==> src/rtl/spi_frame_master_if.sv <==
// ---------------------------------------------------------------------------
// spi_frame_master_if
//
// Bundles the upstream packet handshake, the SPI pins and the readback
// result of spi_frame_master into one port.
//
//   tx_data  [31:0]  packet {preamble, address, don't-care, value}
//   tx_valid         packet offered by the upstream controller
//   tx_ready         master can accept a packet (IDLE only)
//   SCK              SPI clock, idle low (mode 0)
//   CS               chip select, active low
//   MOSI             serial data to the slave, MSB first
//   MISO             serial data from the slave
//   rx_data          last captured read value
//   rx_valid         one-cycle pulse when rx_data updates
//   busy             high from packet accept until the inter-frame gap ends
//
// Modports:
//   master - the frame master itself
//   slave  - the environment: upstream controller plus the SPI slave
// ---------------------------------------------------------------------------
interface spi_frame_master_if #(
  parameter int RD_BITS = 12
);

  logic [31:0]        tx_data;
  logic               tx_valid;
  logic               tx_ready;
  logic               SCK;
  logic               CS;
  logic               MOSI;
  logic               MISO;
  logic [RD_BITS-1:0] rx_data;
  logic               rx_valid;
  logic               busy;

  modport master (
    input  tx_data,
    input  tx_valid,
    input  MISO,
    output tx_ready,
    output SCK,
    output CS,
    output MOSI,
    output rx_data,
    output rx_valid,
    output busy
  );

  modport slave (
    output tx_data,
    output tx_valid,
    output MISO,
    input  tx_ready,
    input  SCK,
    input  CS,
    input  MOSI,
    input  rx_data,
    input  rx_valid,
    input  busy
  );

endinterface

==> src/rtl/spi_frame_master.sv <==
// ---------------------------------------------------------------------------
// spi_frame_master
//
// SPI mode-0 master producing 32-bit command frames for the SPI slave /
// register-memory pair. A packet taken over the valid/ready handshake is
// shifted out MSB first. When the preamble marks a read, the frame is
// extended by RD_BITS clocks and the slave's reply is captured from MISO.
//
// Ports:
//   clk    - system clock, all logic on the rising edge
//   rst_n  - asynchronous active-low reset
//   bus    - spi_frame_master_if.master: handshake, SPI pins, readback
//
// Frame timing (clk cycles):
//   CS low  = CS_SETUP + 2*CLK_DIV*N + CS_HOLD, N = 32 (+RD_BITS on read)
//   CS high = GAP cycles after the frame before tx_ready returns
// All SPI pins are registered, so they are glitch free.
// ---------------------------------------------------------------------------
module spi_frame_master #(
  parameter int         CLK_DIV     = 2,
  parameter int         CS_SETUP    = 2,
  parameter int         CS_HOLD     = 2,
  parameter int         GAP         = 4,
  parameter int         RD_BITS     = 12,
  parameter logic [7:0] RD_PREAMBLE = 8'hFA
) (
  input  logic           clk,
  input  logic           rst_n,
  spi_frame_master_if.master bus
);

  // Counters reload with "length - 1" and the phase ends when they reach 0.
  localparam logic [7:0] DIV_LAST   = 8'(CLK_DIV - 1);
  localparam logic [7:0] SETUP_LAST = 8'(CS_SETUP - 1);
  localparam logic [7:0] HOLD_LAST  = 8'(CS_HOLD - 1);
  localparam logic [7:0] GAP_LAST   = 8'(GAP - 1);
  localparam logic [7:0] WR_EDGES   = 8'd32;
  localparam logic [7:0] RD_EDGES   = 8'(32 + RD_BITS);

  typedef enum logic [2:0] {
    ST_IDLE,
    ST_SETUP,
    ST_SHIFT,
    ST_HOLD,
    ST_GAP
  } state_t;

  state_t             state_reg,    state_next;
  logic [7:0]         cnt_reg,      cnt_next;
  logic [7:0]         edge_cnt_reg, edge_cnt_next;
  // Bit 31 of the packet goes straight to MOSI on accept, so only the
  // remaining 31 bits need to be held for shifting.
  logic [30:0]        data_reg,     data_next;
  logic               is_read_reg,  is_read_next;
  logic [RD_BITS-1:0] rx_shift_reg, rx_shift_next;
  logic [RD_BITS-1:0] rx_data_reg,  rx_data_next;
  logic               rx_valid_reg, rx_valid_next;
  logic               sck_reg,      sck_next;
  logic               cs_reg,       cs_next;
  logic               mosi_reg,     mosi_next;
  logic               tx_ready_reg, tx_ready_next;
  logic               busy_reg,     busy_next;

  logic [7:0]         frame_edges;

  assign frame_edges = is_read_reg ? RD_EDGES : WR_EDGES;

  // -------------------------------------------------------------------------
  // State and output registers
  // -------------------------------------------------------------------------
  always_ff @(posedge clk or negedge rst_n) begin
    if (!rst_n) begin
      state_reg    <= ST_IDLE;
      cnt_reg      <= 8'd0;
      edge_cnt_reg <= 8'd0;
      data_reg     <= '0;
      is_read_reg  <= 1'b0;
      rx_shift_reg <= '0;
      rx_data_reg  <= '0;
      rx_valid_reg <= 1'b0;
      sck_reg      <= 1'b0;
      cs_reg       <= 1'b1;
      mosi_reg     <= 1'b0;
      tx_ready_reg <= 1'b0;
      busy_reg     <= 1'b0;
    end else begin
      state_reg    <= state_next;
      cnt_reg      <= cnt_next;
      edge_cnt_reg <= edge_cnt_next;
      data_reg     <= data_next;
      is_read_reg  <= is_read_next;
      rx_shift_reg <= rx_shift_next;
      rx_data_reg  <= rx_data_next;
      rx_valid_reg <= rx_valid_next;
      sck_reg      <= sck_next;
      cs_reg       <= cs_next;
      mosi_reg     <= mosi_next;
      tx_ready_reg <= tx_ready_next;
      busy_reg     <= busy_next;
    end
  end

  // -------------------------------------------------------------------------
  // Next-state and output logic
  // -------------------------------------------------------------------------
  always_comb begin
    state_next    = state_reg;
    cnt_next      = cnt_reg;
    edge_cnt_next = edge_cnt_reg;
    data_next     = data_reg;
    is_read_next  = is_read_reg;
    rx_shift_next = rx_shift_reg;
    rx_data_next  = rx_data_reg;
    rx_valid_next = 1'b0;
    sck_next      = sck_reg;
    cs_next       = cs_reg;
    mosi_next     = mosi_reg;
    tx_ready_next = tx_ready_reg;
    busy_next     = busy_reg;

    case (state_reg)
      ST_IDLE: begin
        cs_next       = 1'b1;
        sck_next      = 1'b0;
        busy_next     = 1'b0;
        tx_ready_next = 1'b1;
        // Accept uses the registered ready, so the first edge after reset
        // only raises tx_ready.
        if (bus.tx_valid && tx_ready_reg) begin
          state_next    = ST_SETUP;
          data_next     = bus.tx_data[30:0];
          is_read_next  = (bus.tx_data[31:24] == RD_PREAMBLE);
          mosi_next     = bus.tx_data[31];
          cs_next       = 1'b0;
          busy_next     = 1'b1;
          tx_ready_next = 1'b0;
          cnt_next      = SETUP_LAST;
          edge_cnt_next = 8'd0;
        end
      end

      ST_SETUP: begin
        if (cnt_reg == 8'd0) begin
          state_next    = ST_SHIFT;
          sck_next      = 1'b1;
          edge_cnt_next = 8'd1;
          cnt_next      = DIV_LAST;
        end else begin
          cnt_next = cnt_reg - 8'd1;
        end
      end

      ST_SHIFT: begin
        if (cnt_reg != 8'd0) begin
          cnt_next = cnt_reg - 8'd1;
        end else if (sck_reg) begin
          // Falling edge: present the next bit. Zeros shift in behind the
          // command, so MOSI idles low once bit 0 has been sent.
          sck_next  = 1'b0;
          mosi_next = data_reg[30];
          data_next = {data_reg[29:0], 1'b0};
          cnt_next  = DIV_LAST;
        end else if (edge_cnt_reg == frame_edges) begin
          // The last low half-period is completed before the hold time
          // starts, so every bit gets a full SCK period inside CS.
          state_next = ST_HOLD;
          cnt_next   = HOLD_LAST;
        end else begin
          sck_next      = 1'b1;
          edge_cnt_next = edge_cnt_reg + 8'd1;
          cnt_next      = DIV_LAST;
          // edge_cnt_reg counts rising edges already made; this edge is
          // number edge_cnt_reg+1, so readback starts at edge 33.
          if (is_read_reg && (edge_cnt_reg >= WR_EDGES)) begin
            rx_shift_next = {rx_shift_reg[RD_BITS-2:0], bus.MISO};
          end
        end
      end

      ST_HOLD: begin
        if (cnt_reg == 8'd0) begin
          state_next = ST_GAP;
          cs_next    = 1'b1;
          cnt_next   = GAP_LAST;
          if (is_read_reg) begin
            rx_data_next  = rx_shift_reg;
            rx_valid_next = 1'b1;
          end
        end else begin
          cnt_next = cnt_reg - 8'd1;
        end
      end

      ST_GAP: begin
        if (cnt_reg == 8'd0) begin
          state_next    = ST_IDLE;
          busy_next     = 1'b0;
          tx_ready_next = 1'b1;
        end else begin
          cnt_next = cnt_reg - 8'd1;
        end
      end

      default: begin
        state_next = ST_IDLE;
      end
    endcase
  end

  assign bus.tx_ready = tx_ready_reg;
  assign bus.SCK      = sck_reg;
  assign bus.CS       = cs_reg;
  assign bus.MOSI     = mosi_reg;
  assign bus.rx_data  = rx_data_reg;
  assign bus.rx_valid = rx_valid_reg;
  assign bus.busy     = busy_reg;

endmodule
==> src/flat_wrapper.sv <==
// flat-port wrapper written by rule: the top's interface ports become plain ports
module spi_frame_master_flat 
#(
  parameter int         CLK_DIV     = 2,
  parameter int         CS_SETUP    = 2,
  parameter int         CS_HOLD     = 2,
  parameter int         GAP         = 4,
  parameter int         RD_BITS     = 12,
  parameter logic [7:0] RD_PREAMBLE = 8'hFA
)
  (clk, rst_n, bus_tx_data, bus_tx_valid, bus_MISO, bus_tx_ready, bus_SCK, bus_CS, bus_MOSI, bus_rx_data, bus_rx_valid, bus_busy);
  spi_frame_master_if #(.RD_BITS(RD_BITS)) bus_i ();
  input  logic clk;
  input  logic rst_n;
  input wire logic [$bits(bus_i.tx_data)-1:0] bus_tx_data;
  input wire logic [$bits(bus_i.tx_valid)-1:0] bus_tx_valid;
  input wire logic [$bits(bus_i.MISO)-1:0] bus_MISO;
  output wire logic [$bits(bus_i.tx_ready)-1:0] bus_tx_ready;
  output wire logic [$bits(bus_i.SCK)-1:0] bus_SCK;
  output wire logic [$bits(bus_i.CS)-1:0] bus_CS;
  output wire logic [$bits(bus_i.MOSI)-1:0] bus_MOSI;
  output wire logic [$bits(bus_i.rx_data)-1:0] bus_rx_data;
  output wire logic [$bits(bus_i.rx_valid)-1:0] bus_rx_valid;
  output wire logic [$bits(bus_i.busy)-1:0] bus_busy;
  assign bus_i.tx_data = bus_tx_data;
  assign bus_i.tx_valid = bus_tx_valid;
  assign bus_i.MISO = bus_MISO;
  assign bus_tx_ready = bus_i.tx_ready;
  assign bus_SCK = bus_i.SCK;
  assign bus_CS = bus_i.CS;
  assign bus_MOSI = bus_i.MOSI;
  assign bus_rx_data = bus_i.rx_data;
  assign bus_rx_valid = bus_i.rx_valid;
  assign bus_busy = bus_i.busy;
  spi_frame_master #(.CLK_DIV(CLK_DIV), .CS_SETUP(CS_SETUP), .CS_HOLD(CS_HOLD), .GAP(GAP), .RD_BITS(RD_BITS), .RD_PREAMBLE(RD_PREAMBLE)) u_core (.clk(clk), .rst_n(rst_n), .bus(bus_i));
endmodule
==> config.mk <==
export PLATFORM = sky130hd
export DESIGN_NAME = spi_frame_master_flat
export DESIGN_NICKNAME = d
export VERILOG_FILES = /design/src/rtl/spi_frame_master_if.sv /design/src/rtl/spi_frame_master.sv /design/src/flat_wrapper.sv
export SDC_FILE = /design/constraint.sdc
export NUM_CORES = 1
export LEC_CHECK = 0
export ABC_AREA = 1
export CORE_ASPECT_RATIO = 2
export CORE_MARGIN = 4
export CORE_UTILIZATION = 55
export DETAILED_ROUTE_END_ITERATION = 8
export PLACE_DENSITY = 0.87
export SYNTH_ARGS = -nofsm -noshare
export SYNTH_HDL_FRONTEND = slang
export SYNTH_SLANG_ARGS = --single-unit
export TNS_END_PERCENT = 10
==> constraint.sdc <==
create_clock -name clk -period 2 [get_ports clk]
set_input_delay 0.3 -clock clk [delete_from_list [all_inputs] [get_ports clk]]
set_output_delay 0.3 -clock clk [all_outputs]
set_load 0.05 [all_outputs]
; Yosys cells after proc, flatten, opt, wreduce, memory -nomap -nowiden
; Index checks and enable logic that the tools add are counted.
[classes]
add_sub_neg = 2
n_lt_le_gt_ge = 1
n_eq_ne = 16
muxes = 43
n_bitwise = 3
reduce_logical = 20
[ops]
columns = operator, n
row1 = two-way mux 31 bit, 3
row2 = two-way mux 8 bit, 10
row3 = one-hot mux 31 bit (2 select lines), 1
row4 = one-hot mux 8 bit (5 select lines), 1
row5 = one-hot mux 8 bit (3 select lines), 1
row6 = two-way mux 3 bit, 7
row7 = one-hot mux 3 bit (5 select lines), 1
row8 = two-way mux 1 bit, 13
row9 = "inequality test 2 x 1 -> 1 bit, second input constant", 6
row10 = AND reduction 3 bit, 3
row11 = "adder 8 x 1 -> 8 bit, second input constant", 1
row12 = equality test 8 bit, 1
row13 = "equality test 8 bit, second input constant", 1
row14 = "greater-or-equal comparator 8 x 6 -> 1 bit, second input constant", 1
row15 = zero test 8 bit, 1
row16 = "inequality test 2 bit, second input constant", 4
row17 = one-hot mux 1 bit (2 select lines), 4
row18 = nonzero test 8 bit, 1
row19 = "subtractor 8 x 1 -> 8 bit, second input constant", 1
row20 = AND reduction 7 bit, 1
row21 = "equality test 3 x 2 -> 1 bit, second input constant", 2
row22 = AND reduction 2 bit, 3
row23 = AND reduction 6 bit, 1
row24 = nonzero test 2 bit, 3
row25 = other kinds (11), 14
[totals]
register_bits = 81
in_bits = 36
output_inout_bits = 18
wordCells = 98

; Logic depth before layout (Yosys ltp)
[logic_depth]
depth_word = 6
depth_mapped = 11
depth_no_buf = 11

; Worst setup path after synthesis
; Ideal clock, no wire load.
[synth_timing]
path_kind = reg2reg
from = reg u_core.cnt_reg[0]
to = reg u_core.edge_cnt_reg[1]
setup_ns = 0.119
t_arrival_ns = 1.483
required_ns = 1.881
slack_ns = 0.398
path_stages_with_launch = 12
path_buffers = 0
synth_period_minus_slack_ns = 1.602
path_cell_list = dfrtp_1 > inv_1 > ha_1 > nand2_1 > nor2_1 > nand2_4 > nand2_4 > nand2_2 > nor2_4 > nand2_4 > nand2_1 > nand2_1
[synth_between]
elab_chain_cells = 3
elab_cells_between_ends = 5
cone_classes = eq/ne (2) / reduce/logical (3)
[synth_lines]
columns = item, line_no
row1 = "start, declared", spi_frame_master.sv:49  ; logic [7:0] cnt_reg, cnt_next;
row2 = "start signal, assigned", spi_frame_master.sv:88  ; cnt_reg <= cnt_next;
row3 = zero test 8 bit or nonzero test 8 bit (tied branches), "spi_frame_master.sv:143, spi_frame_master.sv:154"
row4 = inequality test 2 x 1 -> 1 bit (no source line) or inequality test 2 bit (tied branches), -
row5 = AND reduction 6 bit (no source line) (*), -
row6 = "end signal, assigned", spi_frame_master.sv:89  ; edge_cnt_reg <= edge_cnt_next;
row7 = "end, declared", spi_frame_master.sv:50  ; logic [7:0] edge_cnt_reg, edge_cnt_next;
; Mark *: on every way between the ends. The rest lies on a longest branch, timed or not.
; A chain may end at the register's enable or synchronous reset.

; Worst setup path after layout
[layout_timing]
from = reg u_core.tx_ready_reg, in the netlist u_core.bus.tx_ready
to = out bus_tx_ready
[layout_lines]
columns = item, line_no
row1 = "start, declared", spi_frame_master.sv:61  ; logic tx_ready_reg, tx_ready_next;
row2 = "start signal, assigned", spi_frame_master.sv:98  ; tx_ready_reg <= tx_ready_next;
row3 = "end, declared", flat_wrapper.sv:18  ; output wire logic [$bits(bus_i.tx_ready)-1:0] bus_tx_ready;
; No word-level cell between the ends.

==> impl_metrics.yaml <==
worst_setup_path:
  arrival_ns: 1.57
  critPathLaunchType: "flop"
  crit_buf_inv: 1
  critPathMaxStageDelay_ns: 0.85
  crit_path_cell_trace: "clkdlybuf4s50_1"
  required_ns: 1.70
  path_delay_family: "buffers and inverters"
  crit_start: "u_core.bus.tx_ready"
  slowest_stage: "clkdlybuf4s50_1"
  critPathCaptureType: "output pin"
  critPathKind: "flop to output pin"
  r2r_start: "u_core.cnt_reg[0]"
  critPathMaxFanout: 4
clocking:
  numCtsBuffers: 9
  post_cts_buffers: 0
  cts_buffer_depth: 2
  cts_tree: "built"
  cts_max_level: 3
  clkLatencyLatePin_ns: 0.34
  clock_sinks: 81
  cts.clk_slew.worst_paths_ns: 0.05
  root_buffer: "clkbuf_16"
timing:
  tightest_slew_ns: 0.534
  clock_skew_ns: 0.00695
  setup_violations: 0
  fin_hold_ws_ns: 0.345
  hold_viol: 0
  layout_worst_path_cycle_share_pct: 93.4
  fin_tns_setup_ns: 0
  rsz0062_at_grt: "no"
  fin_crit_ns: 1.87
  final_max_slew_viol_count: 0
  max-slew-margin-rel_pct: 64.3
  fmax_mhz: 536
synth:
  synth-main-ff-cell: "dfrtp_1"
  syn_nets: 499
  synthArstFlopShare_pct: 100
  ys_warn_count: 0
  synth-seq-cells: 81
  synthesis.area_sq_um: 3970
  synth_edf_count: 0
  synth_top_area_cell: "dfrtp_1"
  synth_top_area_share_pct: 50.5
  syn-instance-count: 459
  yosysUniqueCellTypes: 29
  synth_area_leaders: "dfrtp_1 (50%), nand2_1 (11%), mux2i_1 (7.6%), o21ai_1 (6.8%), inv_1 (3.5%)"
  ys_seq_area_share_pct: 51.1
  yosysMostFrequentCell: "nand2_1"
  netlist_top_cells_count: "nand2_1 (121), dfrtp_1 (80), o21ai_1 (54), inv_1 (37), nor2_1 (34)"
  avgSynthCellArea_sq_um: 8.64
placement:
  port_buffers: 53
  place_inst: 593
  dpl.hpwl_um: 6020
  gp_congestion: 0.880
run_status:
  status: "finished, final reports clean"
finish:
  fin_nets: 555
  largest_register_ffs: 31
  fillers: 529
  finalNonFillerCells: 610
  n_antenna_cell: 0
  drive_gt1_share_pct: 9.42
  syn_to_final_growth_pct: 24.4
  fin_util_pct: 70.6
floorplan:
  die_w_um: 68.0
  dieArea_sq_um: 8720
  row_count: 43
  die_h_um: 128
  boundaryPins: 54
  core_sq_um: 6990
  initial_utilization_pct: 56.7
global_routing:
  first_global_vias: 3224
  grt.total_usage_pct: 21.7
  grt_pass1_wl_um: 14400
  antenna_found_initial: 0
  grt-ovfl-total: 0
  grt_start_max_net_pins: 65
flow_run:
  maxCapViolCount: 0
route:
  wire_per_inst_um: 13.9
  first_iter_violations: 219
  viasPerCell: 5.28
  num_vias: 3218
  drc: 0
  wirelength_um: 8470
  firstDrtPassIters: 4
  ant_nets: 0
power_and_ir_drop:
  ir_worst_vdd_v: 0.000823
  p_leak_nw: 2.43
  power_mw: 7.29
  p_per_area_nw_per_um2: 1480
min_path:
  hp-class: "input pin to asynchronous set/reset pin"
-- layer usage --
metal  global-route usage (%)  part of all wire [%]  vias to the layer above
met3                     5.18                   4.1                       17
met5                        0                     0                        -
met4                     10.6                   2.7                        0
met1                     24.5                    39                     1519
met2                     36.9                    54                       69
li1                         -                     -                     1613
-- worst paths after layout --
path                            cells past startpoint  slack (ns)                     to
worst max-delay path                                1        0.13           bus_tx_ready
worst min-delay path                                2        0.35     u_core.data_reg[0]
worst max register to register                      9        0.19  u_core.bus.rx_data[5]
worst min register to register                      2        0.48      u_core.cnt_reg[1]
max in group asynchronous                           3        1.06    u_core.state_reg[2]
min in group clk                                    2        0.48      u_core.cnt_reg[1]
-- per-stage QoR --
stage                     setup slack (ns)  cell area (sq um)
after floorplan                      0.398               3970
after global placement               0.288               4600
after detailed placement             0.197               4600
after CTS                            0.107               4940
after global routing                0.0515               4940
final                                0.133               4940
-- cells in the final DEF, fill, tap and decap left out, drive strengths merged, types with 2 or more instances in the layout --
master / synthesis / layout
nand3: 13 / 13
mux2i: 30 / 30
bufinv: 0 / 2
o21ai: 72 / 72
buf: 14 / 7
nand2: 130 / 130
a21oi: 8 / 8
o21bai: 2 / 2
nor3: 3 / 3
clkdlybuf4s50: 0 / 51
nand4: 8 / 8
inv: 45 / 45
clkbuf: 0 / 12
xor2: 3 / 3
ha: 4 / 4
nor2: 41 / 41
dfrtp: 80 / 80
-- cell families after synthesis --
kind of cell | count (synthesis) | share of synthesized area [%]
buffers and inverters | 59 | 6.18
flip-flops | 81 | 51.1
adder cells (fa/ha/maj) | 4 | 1.26
XOR/XNOR | 3 | 0.663
AO/OA/AOI/OAI | 85 | 11.1
AND/OR/NAND/NOR | 197 | 22.1
multiplexers | 30 | 7.57
-- what timing repair did --
item                                   4_1_cts  5_1_grt
endpoints found under the hold margin        9        0
resized for setup                            0        0
hold buffers                                 1        0
-- layout make-up --
type	count	area, sq um	share of cell area, %
inverters	45	169	3.42
clock buffers	12	246	4.99
multi-input cells	319	1690	34.3
clock inverters	4	76.3	1.55
flip-flops and latches	81	2030	41.1
well taps	90	113	2.28
repair buffers	59	611	12.4
-- power by group --
group / leakage, nW / total [mW] / internal (mW) / switching, mW
logic: 1.22 / 3.09 / 1.14 / 1.95
clock network: 0.153 / 1.75 / 1.13 / 0.622
registers: 1.06 / 2.46 / 2.14 / 0.319
total: 2.43 / 7.29 / 4.40 / 2.89
No activity file was read; power rests on OpenSTA's default activity.
